$ cat config.mk
export PLATFORM = sky130hd
export DESIGN_NAME = dtu_output_scheduler
export DESIGN_NICKNAME = d
export VERILOG_FILES = /design/src/rtl/dtu_output_scheduler.sv
export SDC_FILE = /design/constraint.sdc
export NUM_CORES = 1
export LEC_CHECK = 0
export ABC_CLOCK_PERIOD_IN_PS = 4470
export CORE_AREA = 4 4 159 161
export CTS_CLUSTER_DIAMETER = 50
export DETAILED_ROUTE_END_ITERATION = 10
export DIE_AREA = 0 0 163 165
export PLACE_DENSITY_LB_ADDON = 0.1
export SYNTH_ARGS = -nofsm -noshare
export SYNTH_HDL_FRONTEND = slang
export SYNTH_SLANG_ARGS = --single-unit
$ cat constraint.sdc
create_clock -name CLK -period 4.47 [get_ports CLK]
set_clock_uncertainty 0.1 [all_clocks]
set_input_delay 0.894 -clock CLK [delete_from_list [all_inputs] [get_ports CLK]]
set_output_delay 0.894 -clock CLK [all_outputs]
set_load 0.01 [all_outputs]
$ cat src/rtl/dtu_output_scheduler.sv
// Purpose: picks idle, sync or data/test words for the four output serializers.
// Latency: inputs sampled on a handshake cycle appear on DATA32_OUT_x the next cycle.
// Backpressure: none; the serializer handshake paces every change, and words are held between handshakes.
//
// Ports:
//   CLK, RST               clock, synchronous active-high reset
//   handshake              serializers latch the next word in this cycle
//   CALIBRATION_BUSY       ADC calibration running, forces idle words
//   TEST_ENABLE            forward ADC-test-unit words instead of datapath words
//   SYNC_REQ               pulse requesting a training sequence
//   DATA32_x, DATA32_ATU_x datapath and ADC test unit words, lanes 0..3
//   DATA32_OUT_x           registered words to the serializers
//   sync_done, state       training complete flag, FSM state
//   load_cnt               wrapping count of data/test word loads
module dtu_output_scheduler #(
  parameter logic [31:0] IDLE_PATTERN  = 32'hEAAAAAAA,
  parameter logic [31:0] SYNC_PATTERN  = 32'h5A5A5A5A,
  parameter int unsigned SYNC_WORDS    = 64,
  parameter int unsigned SYNC_CNT_BITS = 7
) (
  input  logic        CLK,
  input  logic        RST,
  input  logic        handshake,
  input  logic        CALIBRATION_BUSY,
  input  logic        TEST_ENABLE,
  input  logic        SYNC_REQ,
  input  logic [31:0] DATA32_0,
  input  logic [31:0] DATA32_1,
  input  logic [31:0] DATA32_2,
  input  logic [31:0] DATA32_3,
  input  logic [31:0] DATA32_ATU_0,
  input  logic [31:0] DATA32_ATU_1,
  input  logic [31:0] DATA32_ATU_2,
  input  logic [31:0] DATA32_ATU_3,
  output logic [31:0] DATA32_OUT_0,
  output logic [31:0] DATA32_OUT_1,
  output logic [31:0] DATA32_OUT_2,
  output logic [31:0] DATA32_OUT_3,
  output logic        sync_done,
  output logic [2:0]  state,
  output logic [15:0] load_cnt
);

  typedef enum logic [2:0] {
    ST_IDLE  = 3'd0,
    ST_SYNC  = 3'd1,
    ST_DATA  = 3'd2,
    ST_TEST  = 3'd3,
    ST_CALIB = 3'd4
  } state_t;

  typedef enum logic [1:0] {
    W_IDLE = 2'd0,
    W_SYNC = 2'd1,
    W_DATA = 2'd2,
    W_ATU  = 2'd3
  } word_sel_t;

  localparam logic [SYNC_CNT_BITS-1:0] SYNC_LAST = SYNC_CNT_BITS'(SYNC_WORDS);
  localparam logic [SYNC_CNT_BITS-1:0] SYNC_ONE  = SYNC_CNT_BITS'(1);

  state_t                   state_q, state_d;
  word_sel_t                word_sel;
  logic [SYNC_CNT_BITS-1:0] sync_cnt_q, sync_cnt_d;
  logic                     sync_done_q, sync_done_d;
  logic                     sync_pend_q;
  logic [15:0]              load_cnt_q;
  logic                     enter_sync, load_word;
  logic [31:0]              data_w [4];
  logic [31:0]              atu_w  [4];
  logic [31:0]              out_q  [4];
  logic [31:0]              out_d  [4];

  assign data_w[0] = DATA32_0;
  assign data_w[1] = DATA32_1;
  assign data_w[2] = DATA32_2;
  assign data_w[3] = DATA32_3;
  assign atu_w[0]  = DATA32_ATU_0;
  assign atu_w[1]  = DATA32_ATU_1;
  assign atu_w[2]  = DATA32_ATU_2;
  assign atu_w[3]  = DATA32_ATU_3;

  // Decision taken on a handshake. enter_sync / load_word are the two shared
  // actions reachable from several states; they are applied after the case.
  always_comb begin
    state_d     = state_q;
    word_sel    = W_IDLE;
    sync_cnt_d  = sync_cnt_q;
    sync_done_d = sync_done_q;
    enter_sync  = 1'b0;
    load_word   = 1'b0;

    unique case (state_q)
      ST_IDLE, ST_CALIB: begin
        if (CALIBRATION_BUSY)  state_d = ST_CALIB;
        else if (sync_pend_q)  enter_sync = 1'b1;
        else if (sync_done_q)  load_word = 1'b1;
        else                   state_d = ST_IDLE;
      end
      ST_SYNC: begin
        if (CALIBRATION_BUSY) begin
          state_d    = ST_CALIB;
          sync_cnt_d = '0;
        end else if (sync_cnt_q < SYNC_LAST) begin
          word_sel   = W_SYNC;
          sync_cnt_d = sync_cnt_q + SYNC_ONE;
        end else begin
          // Last training word already sent: first data words go out now.
          sync_done_d = 1'b1;
          sync_cnt_d  = '0;
          load_word   = 1'b1;
        end
      end
      ST_DATA, ST_TEST: begin
        if (CALIBRATION_BUSY)  state_d = ST_CALIB;
        else if (sync_pend_q)  enter_sync = 1'b1;
        else                   load_word = 1'b1;
      end
      default: state_d = ST_IDLE;
    endcase

    if (enter_sync) begin
      state_d     = ST_SYNC;
      word_sel    = W_SYNC;
      sync_cnt_d  = SYNC_ONE;
      sync_done_d = 1'b0;
    end
    if (load_word) begin
      state_d  = TEST_ENABLE ? ST_TEST : ST_DATA;
      word_sel = TEST_ENABLE ? W_ATU : W_DATA;
    end

    for (int i = 0; i < 4; i++) begin
      unique case (word_sel)
        W_SYNC:  out_d[i] = SYNC_PATTERN;
        W_DATA:  out_d[i] = data_w[i];
        W_ATU:   out_d[i] = atu_w[i];
        default: out_d[i] = IDLE_PATTERN;
      endcase
    end
  end

  always_ff @(posedge CLK) begin
    if (RST) begin
      state_q     <= ST_IDLE;
      sync_cnt_q  <= '0;
      sync_done_q <= 1'b0;
      sync_pend_q <= 1'b0;
      load_cnt_q  <= '0;
      for (int i = 0; i < 4; i++) out_q[i] <= IDLE_PATTERN;
    end else begin
      if (handshake) begin
        state_q     <= state_d;
        sync_cnt_q  <= sync_cnt_d;
        sync_done_q <= sync_done_d;
        if (load_word) load_cnt_q <= load_cnt_q + 16'd1;
        for (int i = 0; i < 4; i++) out_q[i] <= out_d[i];
      end
      // A request arriving on the very cycle SYNC is entered is absorbed by
      // that entry; requests during SYNC are dropped.
      if (handshake && enter_sync)
        sync_pend_q <= 1'b0;
      else if (SYNC_REQ && (state_q != ST_SYNC))
        sync_pend_q <= 1'b1;
    end
  end

  assign DATA32_OUT_0 = out_q[0];
  assign DATA32_OUT_1 = out_q[1];
  assign DATA32_OUT_2 = out_q[2];
  assign DATA32_OUT_3 = out_q[3];
  assign sync_done    = sync_done_q;
  assign state        = state_q;
  assign load_cnt     = load_cnt_q;

endmodule

==> qor.csv <==
metric,value,unit
outcome,completed,
path_class,input port to flip-flop,
cts.sinks,156,
cts_resized,0,
die_y,165,um
antenna_found_initial,2,
slew_violations,0,
cts_hold_buf,0,
routed_wl,27800,um
syn_to_final_growth,68.3,%
drtIter0Drc,391,
crit_path_start_kind,input port,
rr_startpoint,state[1]$_SDFFE_PP0P_,
power_frac_seq,46.2,%
synth_flop_cell,edfxtp_1,
final_cell_mix,"408 x clkdlybuf4s50_1, 128 x edfxtp_1, 68 x a221o_1",
ys_seq_area_share,60.7,%
wl_per_cell,21.8,um
rsz0062_at_grt,false,
cts.path.max_buffers,2,
postCtsSetupBuffers,0,
final_nets,1203,
hp-start,sync_cnt_q[1]$_SDFFE_PP0P_,
syn_area_per_cell,13.4,um^2
period_needed,3.25,ns
hpwl,20300,um
vias,6239,
leakagePower,4.35,nW
crit_path_max_fanout,67,
insertion_delay,0.42,ns
synth_cell_types,54,
maxCapViolCount,0,
ant_nets,0,
critPathSlowestCell,nor2_1,
crit_start,handshake,
die_w,163,um
mostFrequentLayoutCell,clkdlybuf4s50_1,
synthesis.area,0.00726,mm^2
setup_violations,0,
htreeDepth,4,
root_buffer,clkbuf_16,
n_fill_cell,2188,
swShare,23.4,%
cts_inserted_buffers,17,
grt_max_degree,77,
rows,57,
io_pins,410,
dpl-instance-area,0.0116,mm^2
syn_nets,807,
initial_core_util,30.3,%
synth_edf_count,128,
clockPowerShare,40.6,%
cp_data_required_time,4.54,ns
grt_pass1_wl,39100,um
hold_path.class,flip-flop to flip-flop,
grt_pass1_vias,6072,
powerDensity,287,mW/mm^2
core_area,0.0240,mm^2
cp_cell_sequence,clkdlybuf4s50_1 > buf_4 > clkinv_1 > nor2_1 > o21ai_4 > buf_12 > a221o_1,
max_slew_margin,31.4,%
final_hold_viol_count,0,
yosys_warnings,0,
cts_tree,done,
ir_drop,202,uV
multi_input_area,0.00259,mm^2
die-area,0.0269,mm^2
setup_tns,0,ns
grt-ovfl-total,0,
worstPathArrival,3.33,ns
io_buffer_count,409,
grt_usage,19.3,%
async_flop_share,0,%
max_freq,307,MHz
firstDrtPassIters,4,
fin_crit_sh,72.8,%
synth_seq_cells,156,
path_clk_slew,0.07,ns
switchingPower,819,uW
gp_congestion,0.783,
slowest_delay,0.46,ns
p_int,2.69,mW
drt-vias-per-instance,4.89,
cp-end-kind,flip-flop,
final_area,0.0122,mm^2
ff_latch_area,0.00440,mm^2
drive_above_1_share,6.51,%
tightest_slew,1.02,ns
p_comb_share,13.2,%
drc,0,
syn_inst,543,
-- area by class of cell --
type,instances,area share [%]
clock buffers,18,3.51
multi-input cells,333,21.2
flip-flops and latches,156,36.1
well taps,324,3.32
repair buffers,420,34.4
clock inverters,14,1.12
inverters,11,0.338
diodes,1,0.0205
-- per-layer routing --
metal,vias to the layer above,global-route usage (%),routed length [um]
li1,2969,-,-
met1,2987,22.5,10700
met2,262,34.4,14300
met3,19,6.74,2530
met4,2,4.23,241
met5,-,0,13
-- Yosys cell counts (2+ instances only) --
master / count / area, um^2
mux2_2: 5 / 56.3
clkbuf_1: 22 / 82.6
and4_1: 3 / 26.3
dfxtp_1: 28 / 561
a21oi_2: 2 / 17.5
or3_1: 5 / 31.3
nand2_1: 5 / 18.8
ha_1: 2 / 25.0
a31oi_1: 3 / 18.8
buf_6: 8 / 90.1
buf_4: 2 / 15.0
nor3_1: 2 / 10.0
and3_1: 3 / 18.8
mux2_1: 8 / 90.1
o21ai_1: 6 / 30.0
o21ai_0: 26 / 130
inv_1: 10 / 37.5
mux2i_1: 62 / 621
a211oi_1: 11 / 82.6
nor2b_1: 14 / 87.6
buf_2: 10 / 50.1
a221o_1: 68 / 681
a21oi_1: 11 / 55.1
nor2_1: 50 / 188
nand2b_1: 2 / 12.5
o211ai_1: 2 / 15.0
edfxtp_1: 128 / 3840
nand3_1: 13 / 65.1
nand4_1: 4 / 25.0
o32ai_1: 4 / 35.0
-- worst paths after layout --
check                                     to  slack [ns]  cells after the start
setup / recovery  out_q[0][11]$_SDFFCE_PN1P_        1.22                      7
hold / removal    sync_cnt_q[1]$_SDFFE_PP0P_        0.40                      2
setup reg to reg   out_q[2][6]$_SDFFCE_PN0P_        1.72                      5
hold reg to reg   sync_cnt_q[1]$_SDFFE_PP0P_        0.40                      2
-- power by group through the flow --
stage	Sequential, mW	Combinational [mW]	Clock (mW)
global route	1.62	0.491	1.50
floorplan	1.67	0.101	0
CTS	1.62	0.469	1.45
finish	1.62	0.463	1.42
global placement	1.65	0.465	0
detailed placement	1.65	0.466	0
-- state kept, by name, indices dropped and copies added, names as in the netlist --
register	flops
out_q	128
load_cnt	16
sync_cnt_q	7
state	3
sync_done	1
sync_pend_q	1
-- worst max-delay path: cells and delay by family --
| kind | cells | cell delay, ns |
|---|---|---|
| buffers and inverters | 4 | 1.24 |
| AO/OA/AOI/OAI | 2 | 0.67 |
| AND/OR/NAND/NOR | 1 | 0.46 |
-- metrics by stage --
step	hold WS [ns]	utilization, %	std cells	setup WS [ns]	total power, mW
final	0.397	51.0	1277	1.22	3.51
after detailed placement	0.390	48.6	1244	0.805	2.12
after global routing	0.429	51.0	1277	1.04	3.62
after CTS	0.398	51.0	1276	1.25	3.54
after global placement	0.391	48.6	1244	0.839	2.12
after floorplan	0.366	-	543	0.871	1.78
-- cell families (layout without fill, tap and decap cells) --
logic type,Yosys count,count (layout),synth area share (%)
compound gates,148,148,16.9
fa+ha+maj,2,2,0.345
mux,75,75,10.6
other cells,0,1,0
simple gates,108,108,7.59
buf+inv,54,463,3.90
flops,156,156,60.7
Power figures use the tool's default switching activity.
==> patch 1 (same flow settings) <==
Set the parameter `SYNC_CNT_BITS` to 14 (it was 7).
--- a/src/rtl/dtu_output_scheduler.sv
+++ b/src/rtl/dtu_output_scheduler.sv
@@ -18,3 +18,3 @@
   parameter int unsigned SYNC_WORDS    = 64,
-  parameter int unsigned SYNC_CNT_BITS = 7
+  parameter int unsigned SYNC_CNT_BITS = 14
 ) (
Check against the original RTL: same outputs for any inputs over 4 cycles, from zero or initial values and one cycle with RST high; that may be too few to reach the edited logic, so the function may still have changed.
==> patch 1 against the original RTL <==
Power up 3.4%. Wire length up 0.39%. Final cell count up 9.2%. Synthesized area up 5.0%. Largest power group unchanged. Cell area up 3.7%. Sequential cell count up 7. Critical endpoint is now out_q[0][9]. Setup slack worse by 0.043 ns.
==> patch 1: results (changes against the original RTL) <==
[worst_setup_path]
endpoint=out_q[0][9]
reg2reg_slack_ns=1.84  ; +0.12 ns
reg2reg_depth=6  ; +1
critPathLaunch=CALIBRATION_BUSY
reg2reg_from=state[1]
worst-path-max-fanout=27  ; -60%
critical_path_arrival_ns=3.35  ; +0.02 ns

[finish]
num-nets-final=1321  ; +9.8%
drive_gt1_share_pct=5.33  ; -1.2 points
largest_reg_flops=128  ; unchanged
top_register=out_q
fill_cells=2197  ; +0.41%

[synth]
ys_types=51  ; -5.6%
seq_area_frac_synth_pct=59.7  ; -1.0 points
ys_top_cells_by_area=edfxtp_1, mux2i_1, dfxtp_1
ys.flop_type=edfxtp_1
ys.warnings.count=0  ; unchanged
syn-num-nets=926  ; +15%
async_flop_share_pct=0  ; unchanged
ys_top_cells_by_count=edfxtp_1, mux2i_1, nand2_1

[route]
drtPass1Iterations=4  ; unchanged
wl_per_cell_um=20.0  ; -8.1%
maxUsedRoutingLayer=met4
wl_met2_mm=14.3  ; -0.33%
met1Wirelength_mm=11.3  ; +6.2%
drt_iter0_drc=316  ; -19%
wl_met3_mm=1.91  ; -25%
vias_per_cell=4.72  ; -3.4%

[place]
place_hpwl_mm=20.9  ; +2.9%
gp_congestion=0.792  ; +1.1%

[min_path]
worstHoldStart=sync_cnt_q[13]
hold_end=sync_cnt_q[13]
hold_path_class=reg2reg
holdPathStages=2  ; unchanged

[grt]
antenna_found_initial=1  ; -1
grt_pass1_wl_mm=39.7  ; +1.4%
grt_use_met2_pct=34.5  ; +0.038 points
grt_use_met1_pct=23.6  ; +1.2 points
grt_use_met3_pct=5.47  ; -1.3 points
grt_max_degree=129  ; +68%
grt_pass1_vias=6479  ; +6.7%
grt_usage_pct=19.6  ; +0.29 points

[clock_tree]
clockBufferDepth=2  ; unchanged
cts.htree.levels=4  ; unchanged
insertion_delay_ns=0.42  ; about the same
cts_setup_buffers=0  ; unchanged
path_clk_slew_ns=0.07  ; about the same
numCtsBuffers=17  ; unchanged

[power_and_ir_drop]
ir_drop_uv=230  ; +14%
leakage_nw=4.48  ; +3.0%

[timing]
relSlewSlack_pct=42.7  ; +11 points

[outcome]
status=completed

==> patch 1: cell type report <==
class / count / area share (%)
Sequential cell: 163 / 35.9
Timing Repair Buffer: 421 / 33.5
Multi-Input combinational cell: 450 / 22.8
Clock buffer: 18 / 3.39
Tap cell: 324 / 3.20
Clock inverter: 14 / 1.12
Inverter: 4 / 0.118
Antenna cell: 1 / 0.0197
==> patch 1: cells by family after synthesis <==
| family | after synthesis | share of synthesized area (%) |
|---|---|---|
| simple gates | 209 | 12.9 |
| flops | 163 | 59.7 |
| compound gates | 134 | 10.9 |
| mux | 95 | 12.5 |
| buf+inv | 49 | 2.58 |
| xor+xnor | 10 | 1.15 |
| fa+ha+maj | 2 | 0.328 |
==> patch 1: where the power goes <==
| part | leakage, nW | internal [W] | switching, W |
|---|---|---|---|
| combinational | 2.75 | 0.000316 | 0.000182 |
| clock | 0.268 | 0.000785 | 0.000659 |
| sequential | 1.46 | 0.00167 | 0.0000144 |
==> patch 1: worst max-delay path, stage by stage <==
cell	delay [ns]
clkdlybuf4s50_1	0.60
nor4b_2	0.50
a21boi_2	0.42
nor2_2	0.11
nor3_4	0.46
buf_12	0.25
o211ai_1	0.11
==> patch 1: per-stage QoR <==
| step | instances | setup WS (ns) | instance area [um^2] | hold slack (ns) | utilization (%) |
|---|---|---|---|---|---|
| finish | 1395 | 1.17 | 12700 | 0.356 | 52.9 |
| CTS | 1394 | 1.16 | 12700 | 0.359 | 52.9 |
| global route | 1395 | 1.02 | 12700 | 0.393 | 52.9 |
| global placement | 1362 | 0.795 | 12100 | 0.345 | 50.5 |
| floorplan | 662 | 0.861 | 7620 | 0.326 | - |
| detailed placement | 1362 | 0.702 | 12100 | 0.343 | 50.5 |
==> patch 2 (config.mk and constraints unchanged) <==
Made on the original files. Register the outputs `DATA32_OUT_0`, `DATA32_OUT_1`, `DATA32_OUT_2` and `DATA32_OUT_3`, with the module's reset; this adds one clock of latency there. The other outputs are not delayed to match.
--- a/src/rtl/dtu_output_scheduler.sv
+++ b/src/rtl/dtu_output_scheduler.sv
@@ -167,6 +167,15 @@
 
-  assign DATA32_OUT_0 = out_q[0];
-  assign DATA32_OUT_1 = out_q[1];
-  assign DATA32_OUT_2 = out_q[2];
-  assign DATA32_OUT_3 = out_q[3];
+  always_ff @(posedge CLK) begin
+    if (RST) begin
+      DATA32_OUT_0 <= '0;
+      DATA32_OUT_1 <= '0;
+      DATA32_OUT_2 <= '0;
+      DATA32_OUT_3 <= '0;
+    end else begin
+      DATA32_OUT_0 <= out_q[0];
+      DATA32_OUT_1 <= out_q[1];
+      DATA32_OUT_2 <= out_q[2];
+      DATA32_OUT_3 <= out_q[3];
+    end
+  end
   assign sync_done    = sync_done_q;
Check against the original RTL: not equivalent (a bounded check fails within 4 cycles, from zero or initial values and one cycle with RST high).
==> patch 2 against the original RTL <==
Wire length rose by 11%. First-iteration DRC count shrank 2.0%. Largest power group unchanged. Cell area increased by 33%. Power is 71% higher. Synthesized area up 50%. Setup slack better by 0.52 ns. Sequential cell count is 128 higher. Sequential share of layout area rose by 6.8 points. Highest routed layer is now met4. Critical endpoint is now out_q[0][3].
==> patch 2: results (changes against the original RTL) <==
[outcome]
status=completed

[worst_setup_path]
critical_path_arrival_ns=2.90  ; -0.43 ns
cp_slowest_cell=clkdlybuf4s50_1
worst-path-max-fanout=36  ; -46%
slowest_delay_ns=0.59  ; +0.13 ns
crit_family=buffers and inverters

[synth]
syn-num-nets=1166  ; +44%
syn_area_per_cell_um2=12.0  ; -9.9%
ys_top_cells_by_count=dfxtp_1, nor2b_1, edfxtp_1
async_flop_share_pct=0  ; unchanged
ys.warnings.count=0  ; unchanged
seq_area_frac_synth_pct=64.1  ; +3.4 points
ys_types=48  ; -11%
ys.flop_type=dfxtp_1
ys_top_cells_by_area=edfxtp_1, dfxtp_1, mux2i_1
synth-edff-count=128  ; unchanged

[finish]
fill_cells=1871  ; -14%
drive_gt1_share_pct=5.53  ; -0.98 points
largest_reg_flops=128  ; unchanged
top_register=out_q

[clock_tree]
insertion_delay_ns=0.54  ; +0.12 ns
cts.htree.levels=1  ; -3
numCtsBuffers=31  ; +14
clockBufferDepth=3  ; +1
cts_resized=0  ; unchanged
path_clk_slew_ns=0.06
cts-root-buf=clkbuf_16
cts_setup_buffers=0  ; unchanged

[route]
via_count=8166  ; +31%
drt_iter0_drc=383  ; -2.0%
wl_mm=30.7  ; +11%
vias_per_cell=4.96  ; +1.6%
drtPass1Iterations=4  ; unchanged

[place]
portBuffers=409  ; unchanged
place_area_um2=15300  ; +31%
place_inst=1586  ; +27%
place_hpwl_mm=22.1  ; +9.1%
gp_congestion=0.797  ; +1.8%

[timing]
tightest_slew_ns=1.01  ; -0.0163 ns

[min_path]
hold_path_class=reg2reg

[grt]
grt_use_met2_pct=39.2  ; +4.8 points
antenna_found_initial=1  ; -1
grt_pass1_wl_mm=45.6  ; +16%
grt_use_met1_pct=25.3  ; +2.8 points
grt_usage_pct=21.8  ; +2.5 points
grt_max_degree=97  ; +26%
grt_use_met3_pct=5.67  ; -1.1 points

[power_and_ir_drop]
leakage_nw=6.01  ; +38%
ir_drop_uv=298  ; +48%
p_int_w=0.00471  ; +75%

[patch 2: logic make-up after synthesis]
logic type	after synthesis	share of synthesized area, %
AOI/OAI and AO/OA	93	4.95
adders and majority gates	2	0.230
DFF	284	64.1
and+or+nand+nor	345	17.8
xor gates and xnor gates	17	1.37
buffers and inverters	65	2.66
muxes	96	8.87
[patch 2: power groups by stage]
stage | Sequential, W | Combinational [W] | Clock (W)
final | 0.00286 | 0.000646 | 0.00250
after global routing | 0.00287 | 0.000689 | 0.00267
after CTS | 0.00286 | 0.000653 | 0.00255
after detailed placement | 0.00292 | 0.000651 | 0
after global placement | 0.00291 | 0.000646 | 0
after floorplan | 0.00295 | 0.000186 | 0
[patch 2: metal layers]
metal	wire, um	part of all wire [%]
met2	16000	52
met1	11400	37
met5	0	0
met3	2350	7.7
met4	965	3.1
[patch 2: final cells by class]
cell class	instances	share of cell area [%]
Multi-Input combinational cell	553	22.3
Clock inverter	20	1.18
Timing Repair Buffer	421	26.0
Inverter	4	0.0923
Sequential cell	284	42.8
Clock buffer	38	5.05
Tap cell	324	2.49
Antenna cell	1	0.0154
[patch 2: metrics by stage]
stage | util (%) | setup slack [ns]
global placement | 63.7 | 1.29
CTS | 67.9 | 1.74
detailed placement | 63.7 | 1.16
floorplan | - | 0.852
finish | 67.9 | 1.73
global route | 67.9 | 1.57
[patch 2: path summary, 6_finish.rpt]
kind,end,slack [ns],cells after the start,startpoint
max,out_q[0][3],1.73,7,CALIBRATION_BUSY
min,DATA32_OUT_2[13],0.34,1,out_q[2][13]
max reg2reg,out_q[0][3],1.90,6,state[0]
min reg2reg,DATA32_OUT_2[13],0.34,1,out_q[2][13]
